===== src/rtl/serial_adder.sv =====
// rtl/serial_adder.sv - bit-serial LSB-first adder with valid/ready handshakes (optional ovf via SERIAL_ADDER_OVF_EN)

module half_adder (
    input  logic x,
    input  logic y,
    output logic s,
    output logic c
);
    // Sum is the XOR of the inputs; carry is their AND
    always_comb begin
        s = x ^ y;
        c = x & y;
    end
endmodule

module serial_adder #(
    parameter int WIDTH = 8
) (
    input  logic             clk,
    input  logic             rst,
    input  logic             in_valid,
    output logic             in_ready,
    input  logic [WIDTH-1:0] a,
    input  logic [WIDTH-1:0] b,
    input  logic             c_in,
    output logic             out_valid,
    input  logic             out_ready,
    output logic [WIDTH-1:0] sum,
    output logic             c_out,
    output logic             busy
`ifdef SERIAL_ADDER_OVF_EN
    ,
    output logic             ovf
`endif
);
    localparam int CW = $clog2(WIDTH);
    localparam logic [CW-1:0] LAST = CW'(WIDTH - 1);

    typedef enum logic [1:0] {
        IDLE = 2'd0,
        ADD  = 2'd1,
        DONE = 2'd2
    } state_t;

    state_t state, state_nxt;

    logic [WIDTH-1:0] a_sh, b_sh, sum_sh;
    logic             carry;
    logic [CW-1:0]    cnt;
    logic             accept, last_bit;
    logic             s1, c1, fa_s, c2, fa_co;

    // Full-adder cell built from two half adders and an OR
    half_adder u_ha0 (.x(a_sh[0]), .y(b_sh[0]), .s(s1),   .c(c1));
    half_adder u_ha1 (.x(s1),      .y(carry),   .s(fa_s), .c(c2));
    assign fa_co = c1 | c2;

    assign accept   = in_valid && in_ready;
    assign last_bit = (cnt == LAST);

    // State register
    always_ff @(posedge clk) begin
        if (rst) state <= IDLE;
        else     state <= state_nxt;
    end

    // Next-state and handshake outputs; in_ready is masked while reset is held
    always_comb begin
        state_nxt = state;
        in_ready  = 1'b0;
        out_valid = 1'b0;
        busy      = 1'b0;
        case (state)
            IDLE: begin
                in_ready = !rst;
                if (in_valid && !rst) state_nxt = ADD;
            end
            ADD: begin
                busy = 1'b1;
                if (last_bit) state_nxt = DONE;
            end
            DONE: begin
                busy      = 1'b1;
                out_valid = 1'b1;
                if (out_ready) state_nxt = IDLE;
            end
            default: state_nxt = IDLE;
        endcase
    end

    // Operand capture, per-bit shifting and final result capture
    always_ff @(posedge clk) begin
        if (rst) begin
            a_sh   <= '0;
            b_sh   <= '0;
            sum_sh <= '0;
            carry  <= 1'b0;
            cnt    <= '0;
            sum    <= '0;
            c_out  <= 1'b0;
`ifdef SERIAL_ADDER_OVF_EN
            ovf    <= 1'b0;
`endif
        end else begin
            if (accept) begin
                a_sh  <= a;
                b_sh  <= b;
                carry <= c_in;
                cnt   <= '0;
            end else if (state == ADD) begin
                a_sh   <= a_sh >> 1;
                b_sh   <= b_sh >> 1;
                sum_sh <= {fa_s, sum_sh[WIDTH-1:1]};
                carry  <= fa_co;
                // Hold the counter on the final bit so it never wraps
                if (last_bit) begin
                    sum   <= {fa_s, sum_sh[WIDTH-1:1]};
                    c_out <= fa_co;
`ifdef SERIAL_ADDER_OVF_EN
                    // carry still holds the carry into the MSB here
                    ovf   <= carry ^ fa_co;
`endif
                end else begin
                    cnt <= cnt + 1'b1;
                end
            end
        end
    end
endmodule


===== config.mk =====
export PLATFORM = sky130hd
export DESIGN_NAME = serial_adder
export DESIGN_NICKNAME = d
export VERILOG_FILES = /design/src/rtl/serial_adder.sv
export SDC_FILE = /design/constraint.sdc
export NUM_CORES = 1
export LEC_CHECK = 0
export CAP_MARGIN = 20
export CORE_UTILIZATION = 40
export DETAILED_ROUTE_END_ITERATION = 10
export HOLD_SLACK_MARGIN = 0.05
export MAX_ROUTING_LAYER = met4
export PLACE_DENSITY_LB_ADDON = 0.3
export REMOVE_ABC_BUFFERS = 1
export SYNTH_ARGS = -nofsm -noshare
export SYNTH_HDL_FRONTEND = slang
export SYNTH_HIERARCHICAL = 1
export SYNTH_SLANG_ARGS = --single-unit

===== constraint.sdc =====
create_clock -name clk -period 1.45 [get_ports clk]
set_clock_uncertainty 0.15 [all_clocks]
set_input_delay 0.29 -clock clk [delete_from_list [all_inputs] [get_ports clk]]
set_output_delay 0.29 -clock clk [all_outputs]
set_load 0.05 [all_outputs]

==> results of run 1 <==
cell families (layout without fill, tap and decap cells):
| group | Yosys count | count (layout) | synth area share (%) |
|---|---|---|---|
| adders and majority gates | 8 | 8 | 5.57 |
| xor gates and xnor gates | 1 | 1 | 0.488 |
| DFF | 38 | 38 | 42.3 |
| buffers and inverters | 19 | 88 | 6.82 |
| AOI/OAI and AO/OA | 36 | 36 | 16.1 |
| muxes | 25 | 25 | 13.9 |
| and+or+nand+nor | 49 | 49 | 14.8 |
per-layer routing:
layer  global-route usage (%)  vias to the layer above  part of all wire, %
li1                         -                      765                    -
met5                        -                        -                    0
met2                     28.7                       28                   51
met4                     8.62                        0                  2.1
met3                     4.09                       11                  3.3
met1                     20.9                      738                   43
placed cells by master (no fill, tap or decap), types with 2 or more instances in the layout:
| master | netlist | final |
|---|---|---|
| nor3_2 | 3 | 4 |
| nor2_2 | 0 | 2 |
| buf_2 | 8 | 2 |
| inv_2 | 0 | 2 |
| dfxtp_2 | 0 | 3 |
| dfxtp_1 | 38 | 35 |
| nand2_1 | 3 | 2 |
| clkbuf_1 | 0 | 2 |
| buf_6 | 4 | 18 |
| buf_12 | 0 | 13 |
| a21oi_2 | 0 | 3 |
| ha_1 | 8 | 3 |
| nor2_1 | 23 | 20 |
| a211oi_2 | 10 | 11 |
| a21oi_1 | 10 | 7 |
| mux2i_1 | 25 | 16 |
| nand2b_1 | 4 | 4 |
| clkbuf_8 | 0 | 5 |
| buf_8 | 0 | 4 |
| a211oi_1 | 4 | 3 |
| clkdlybuf4s50_1 | 0 | 19 |
| clkbuf_16 | 0 | 2 |
| mux2i_2 | 0 | 8 |
| buf_4 | 3 | 16 |
| nor2b_4 | 1 | 2 |
| ha_4 | 0 | 5 |
| o21ai_2 | 0 | 7 |
| nand4_1 | 8 | 8 |
| nand3b_1 | 3 | 3 |
worst max path at each step:
stage	to	slack, ns	depth (start not counted)
6_report	out_valid	-0.18	5
5_1_grt	out_valid	-0.22	5
4_1_cts	out_valid	-0.18	5
3_5_place_dp	in_ready	-0.32	4
3_3_place_gp	in_ready	-0.31	4
2_1_floorplan	c_out	-0.98	5
flip-flops by register name (all words and copies together), names as in the netlist:
register	flops
a_sh	8
b_sh	8
sum	8
sum_sh	7
cnt	3
state	2
c_out	1
carry	1
stage by stage:
step                cell area [sq um]  TNS (ns)  hold slack (ns)  power, mW  std cells
floorplan                        1690    -29.19            0.205       2.21        161
global placement                 2360     -7.18            0.323       2.76        265
detailed placement               2360     -7.74            0.325       2.78        265
CTS                              2730    -0.950            0.339       4.05        282
global route                     3030     -4.85            0.361       4.81        297
finish                           3030     -2.58            0.343       4.62        297
final cells by class:
class	count	area share (%)
clock buffers	7	2.52
inverters	4	0.496
well taps	52	2.15
clock inverters	1	0.992
flip-flops and latches	38	25.2
multi-input cells	119	38.6
repair buffers	76	30.0
timing repair:
action,CTS,global route
pin swaps,16,31
gates resized for setup,47,40
setup buffers,9,11
cloned,0,6
hold endpoints to repair,0,0
setup endpoints to repair,40,40
where the power goes:
part / internal, mW / leakage (nW) / total [mW] / switching, mW
Combinational: 1.37 / 0.776 / 2.39 / 1.02
Clock: 0.515 / 0.0524 / 0.886 / 0.372
Sequential: 1.21 / 0.310 / 1.34 / 0.133
Total: 3.09 / 1.14 / 4.62 / 1.53
Yosys cell counts:
cell	count	area share, %
nor3_1	1	0.28
nand4_1	8	2.8
a21o_1	1	0.42
ha_1	8	5.6
a221oi_2	1	0.84
nor2b_1	1	0.35
nor4_1	1	0.35
a31oi_1	1	0.35
a2111oi_2	1	0.84
buf_4	3	1.3
nor2b_4	1	0.77
a211oi_2	10	7.0
nand2_1	3	0.63
buf_2	8	2.2
inv_1	3	0.63
and3b_1	1	0.49
xnor2_1	1	0.49
buf_6	4	2.5
o21ai_1	8	2.2
a21oi_1	10	2.8
nand2b_1	4	1.4
mux2i_1	25	14
nand3b_1	3	1.3
dfxtp_1	38	42
nor3_2	3	1.7
nor2_1	23	4.8
clkinv_1	1	0.21
a211oi_1	4	1.7
critical path: cells and delay by family, from the launching register on:
family / cells / cell delay (ns)
buffers and inverters: 4 / 0.40
adders and majority gates: 1 / 0.15
DFF: 1 / 0.33
==> flow_metrics.tcl, run 1 <==
set metrics [dict create \
    cts_tree "built" \
    die_h_microns 69.0 \
    holdCritStartpoint "sum_sh[1]" \
    cp-start-kind "flop" \
    crit_start "state[0]" \
    finalNetCount 273 \
    final_layout_size_suffix_gt1_share_pct 48.6 \
    hpwlAfterDp_mm 2.40 \
    synth_area_per_cell_sq_um 10.2 \
    seq_area_sq_um 764 \
    r2r-start "state[1]" \
    syn-instance-count 176 \
    drc_errors 0 \
    wl_per_cell_microns 16.5 \
    n_fill_cell 288 \
    clkSinkCount 38 \
    crit_type "reg2out" \
    setup_ws_ns -0.179 \
    path_max_fanout 2 \
    initial_core_util_pct 41.6 \
    clk_pin_slew_worst_paths_ns 0.07 \
    area_growth_pct 68.5 \
    holdPathStages 2 \
    routabilityCongestion 0.750 \
    drt_first_iter_violations 44 \
    cts_hold_buf 0 \
    core_sq_um 4320 \
    maxSlewHeadroom_pct 81.5 \
    avgViaCountPerCell 5.19 \
    syn_area_sq_um 1800 \
    pre_cts_ws_ns -0.320 \
    fin_util_pct 70.0 \
    r2r_setup_slack_ns -0.13 \
    end_kind "output port" \
    detail-route-antenna-nets 0 \
    tightestPinTransition_ns 0.277 \
    fin_crit_sh_pct 112 \
    yosysWarnings 6 \
    antenna_cells 0 \
    p_leak_nw 1.14 \
    violations "negative setup slack" \
    grtUsageTotal_pct 17.8 \
    root_buffer "clkbuf_8" \
    numCtsBuffers 5 \
    worstPathArrival_ns 1.19 \
    worst_r2r_endpoint "carry" \
    grt_max_degree 19 \
    die_w_microns 69.0 \
    cpMaxStageDelayCell "dfxtp_2" \
    grt_pass1_vias 1438 \
    path_cells "inv_2 > buf_6 > ha_4 > buf_6 > buf_12" \
    htreeDepth 2 \
    port_buffers 32 \
    antenna_found_initial 0 \
    grt_pass1_wl_mm 6.55 \
    slew_violations 0 \
    drt_wl_total_mm 4.89 \
    boundaryPins 33 \
    multi_input_area_sq_um 1170 \
    fmax_mhz 614 \
    min_period_ns 1.63 \
    crit_required_ns 1.01 \
    maxCapViolCount 0 \
    clock_latency_ns 0.29 \
    rsz0062_at_grt "true" \
    hold_viol 0 \
    power_density_nw_per_um2 1530 \
    critPathMaxStageDelay_ns 0.33 \
    vias 1542 \
    ys_seq_area_share_pct 42.3 \
    status "complete, but fails checks" \
    setup_violations 39 \
    path_common_cell "buf_6" \
    r2r_cells 7 \
    ys_ff_latch 38 \
    grt_overflow_total 0 \
    die_area_sq_um 4760 \
    min_to "sum[0]" \
    first_pass_iters 6 \
    hold_path.class "reg2reg" \
    ir_drop_uv 647 \
    clockBufferDepth 2 \
    rows 24 \
    ys_types 28 \
]
(Power assumes the default switching activity.)
==> run 2: changes to the inputs <==
- ABC_CLOCK_PERIOD_IN_PS: not set -> 1450
==> results of run 2 <==
No change in the layout: final DEF, timing and power equal those of run 1.
==> run 3: changes to the inputs <==
- ABC_CLOCK_PERIOD_IN_PS: 1450 -> 1850
- PLACE_DENSITY: not set -> 0.71
- PLACE_DENSITY_LB_ADDON: 0.3 -> not set
- SYNTH_HIERARCHICAL: 1 -> not set
- clock period: 1.45 -> 1.85 ns (I/O delays scaled with it)
==> run 3 against run 2 <==
Effect of this change: the run now ends clean; clock power fell by 34%; area after synthesis is 2.1% lower; critical path depth fell by 1; worst setup slack better by 0.25 ns; die area decreased by 2.0%; sequential share of layout area is 8.9 points higher; critical path type is now in2out; hold slack worse by 0.018 ns; sequential power fell by 25%; largest power group is now sequential cells; cell area down 26%; register-to-register slack better by 0.30 ns; largest cell class unchanged.
==> flow_metrics.tcl, run 3 <==
set metrics [dict create \
    status "completed" \
    final_layout_size_suffix_gt1_share_pct 15.6 \
    hold_path.class "reg2reg" \
    die_area_sq_um 4670 \
    yosysWarnings 0 \
    tightestPinTransition_ns 0.515 \
    avgViaCountPerCell 4.98 \
    final_cells 255 \
    hpwlAfterDp_mm 2.37 \
    synth.area.mux_share_pct 19.9 \
    final_cell_mix "38 x dfxtp_1, 35 x mux2i_1, 22 x nand2b_1, 22 x nor2_1, 20 x clkdlybuf4s50_1" \
    dp.cells 247 \
    reg_top3 "a_sh: 8 flops, b_sh: 8 flops, sum: 8 flops" \
    crit_required_ns 1.33 \
    clkSinkCount 38 \
    grt_pass1_vias 1180 \
    routabilityCongestion 0.766 \
    synth_xor_area_share_pct 0.498 \
    port_buffers 32 \
    synth-compound-area-share_pct 7.82 \
    drt_wl_total_mm 3.25 \
    power_density_nw_per_um2 1150 \
    maxCapViolCount 0 \
    clockBufferDepth 2 \
    synth_top_area_share_pct 43.2 \
    die_h_microns 68.3 \
    cts_resized 3 \
    antenna_found_initial 0 \
    vias 1271 \
    n_fill_cell 373 \
    r2r_cells 5 \
    r2r_setup_slack_ns 0.17 \
    cts_hold_buf 0 \
    whs_ns 0.325 \
    first_pass_iters 4 \
    yosys.area.top_type "dfxtp_1" \
    synth_fa_ha_area_share_pct 5.41 \
    ys_types 23 \
    grt_max_degree 38 \
    setup_violations 0 \
    worst_r2r_endpoint "sum[3]" \
    synth_edf_count 0 \
    min_period_ns 1.78 \
    drc_errors 0 \
    synthFlopType "dfxtp_1" \
    final_common_cell "dfxtp_1" \
    hold_viol 0 \
    maxSlewHeadroom_pct 65.7 \
    grt_overflow_total 0 \
    die_w_microns 68.3 \
    critPathMaxStageDelay_ns 0.45 \
    synth_area_per_cell_sq_um 10.3 \
    area_growth_pct 26.6 \
    yosysMostFrequentCell "dfxtp_1" \
    p_leak_nw 0.856 \
    synth_area_leaders "dfxtp_1 43%, mux2i_1 20%, nand2b_1 7.8%" \
    synth_simple_gate_area_share_pct 17.6 \
    worstPathArrival_ns 1.26 \
    synth_top_family_by_area "multiplexers" \
    cp-start-kind "input port" \
    htreeDepth 2 \
    synthArstFlopShare_pct 0 \
    antenna_cells 0 \
    postCtsSetupBuffers 0 \
    drt_first_iter_violations 72 \
    synth_common_cells "38 x dfxtp_1, 35 x mux2i_1, 22 x nand2b_1, 22 x nor2_1, 15 x a211oi_1" \
    fmax_mhz 563 \
    core_sq_um 4120 \
    grtUsageTotal_pct 16.3 \
    setup_ws_ns 0.0737 \
    detail-route-antenna-nets 0 \
    ir_drop_uv 761 \
    wl_per_cell_microns 12.7 \
    syn_area_sq_um 1760 \
    rsz0062_at_grt "false" \
    numCtsBuffers 5 \
    end_kind "output port" \
    slew_violations 0 \
    finalNetCount 232 \
    path_max_fanout 3 \
    cts_tree "built" \
    cpMaxStageDelayCell "clkdlybuf4s50_1" \
    ys_seq_area_share_pct 43.2 \
    root_buffer "clkbuf_8" \
    crit_type "in2out" \
    crit_start "rst" \
    rows 23 \
    initial_core_util_pct 42.7 \
    path_cells "clkdlybuf4s50_1 > buf_4 > nor2b_4 > buf_12" \
    grt_pass1_wl_mm 5.32 \
    setup_tns_ns 0 \
    fin_crit_sh_pct 96.0 \
    pre_cts_ws_ns -0.168 \
    syn-instance-count 171 \
    clock_latency_ns 0.28 \
    boundaryPins 33 \
    r2r-start "state[1]" \
    critPathCapture "in_ready" \
    ys_ff_latch 38 \
    clk_pin_slew_worst_paths_ns 0.07 \
]
-- run 3: worst min path at each step --
| stage | start | to | slack (ns) | depth (start not counted) |
|---|---|---|---|---|
| final | sum[0] | sum[0] | 0.33 | 2 |
| after global routing | c_out | c_out | 0.36 | 2 |
| after CTS | sum[0] | sum[0] | 0.33 | 2 |
| after detailed placement | c_out | c_out | 0.32 | 2 |
| after global placement | sum[1] | sum[1] | 0.31 | 2 |
| after floorplan | rst | a_sh[7] | 0.29 | 1 |
-- run 3: cells by family after synthesis --
logic type	Yosys count
muxes	35
DFF	38
xor gates and xnor gates	1
and+or+nand+nor	56
AOI/OAI and AO/OA	18
adders and majority gates	7
buffers and inverters	16
-- run 3: layer usage --
layer / GRT usage (%) / routed length [microns] / vias up
met3: 4.00 / 149 / 5
met5: - / 0 / -
met1: 19.5 / 1540 / 586
met4: 7.03 / 48 / 0
met2: 25.7 / 1520 / 28
li1: - / - / 652
-- run 3: final cells by class --
type	count	area, sq um	area share [%]
flip-flops and latches	38	761	34.2
well taps	50	62.6	2.81
repair buffers	38	373	16.7
inverters	4	15.0	0.674
clock inverters	2	12.5	0.562
multi-input cells	117	921	41.3
clock buffers	6	82.6	3.71
-- run 3: metrics by stage --
stage,cell area (sq um),util (%),power [mW]
5_1_grt,2230,54.1,2.70
3_5_place_dp,2110,51.3,1.95
2_1_floorplan,1680,-,1.64
3_3_place_gp,2110,51.3,1.91
6_report,2230,54.1,2.55
4_1_cts,2220,53.9,2.55
-- run 3: where the power goes --
part           leakage, nW  switching, mW  internal, mW  total [mW]
sequential           0.309         0.0741         0.934        1.01
combinational        0.500          0.473         0.489       0.962
clock               0.0472          0.285         0.299       0.584
total                0.856          0.832          1.72        2.55
-- run 3: critical path: cells and delay by family --
kind                   cells  cell delay [ns]
buffers and inverters      3             0.76
and+or+nand+nor            1             0.13
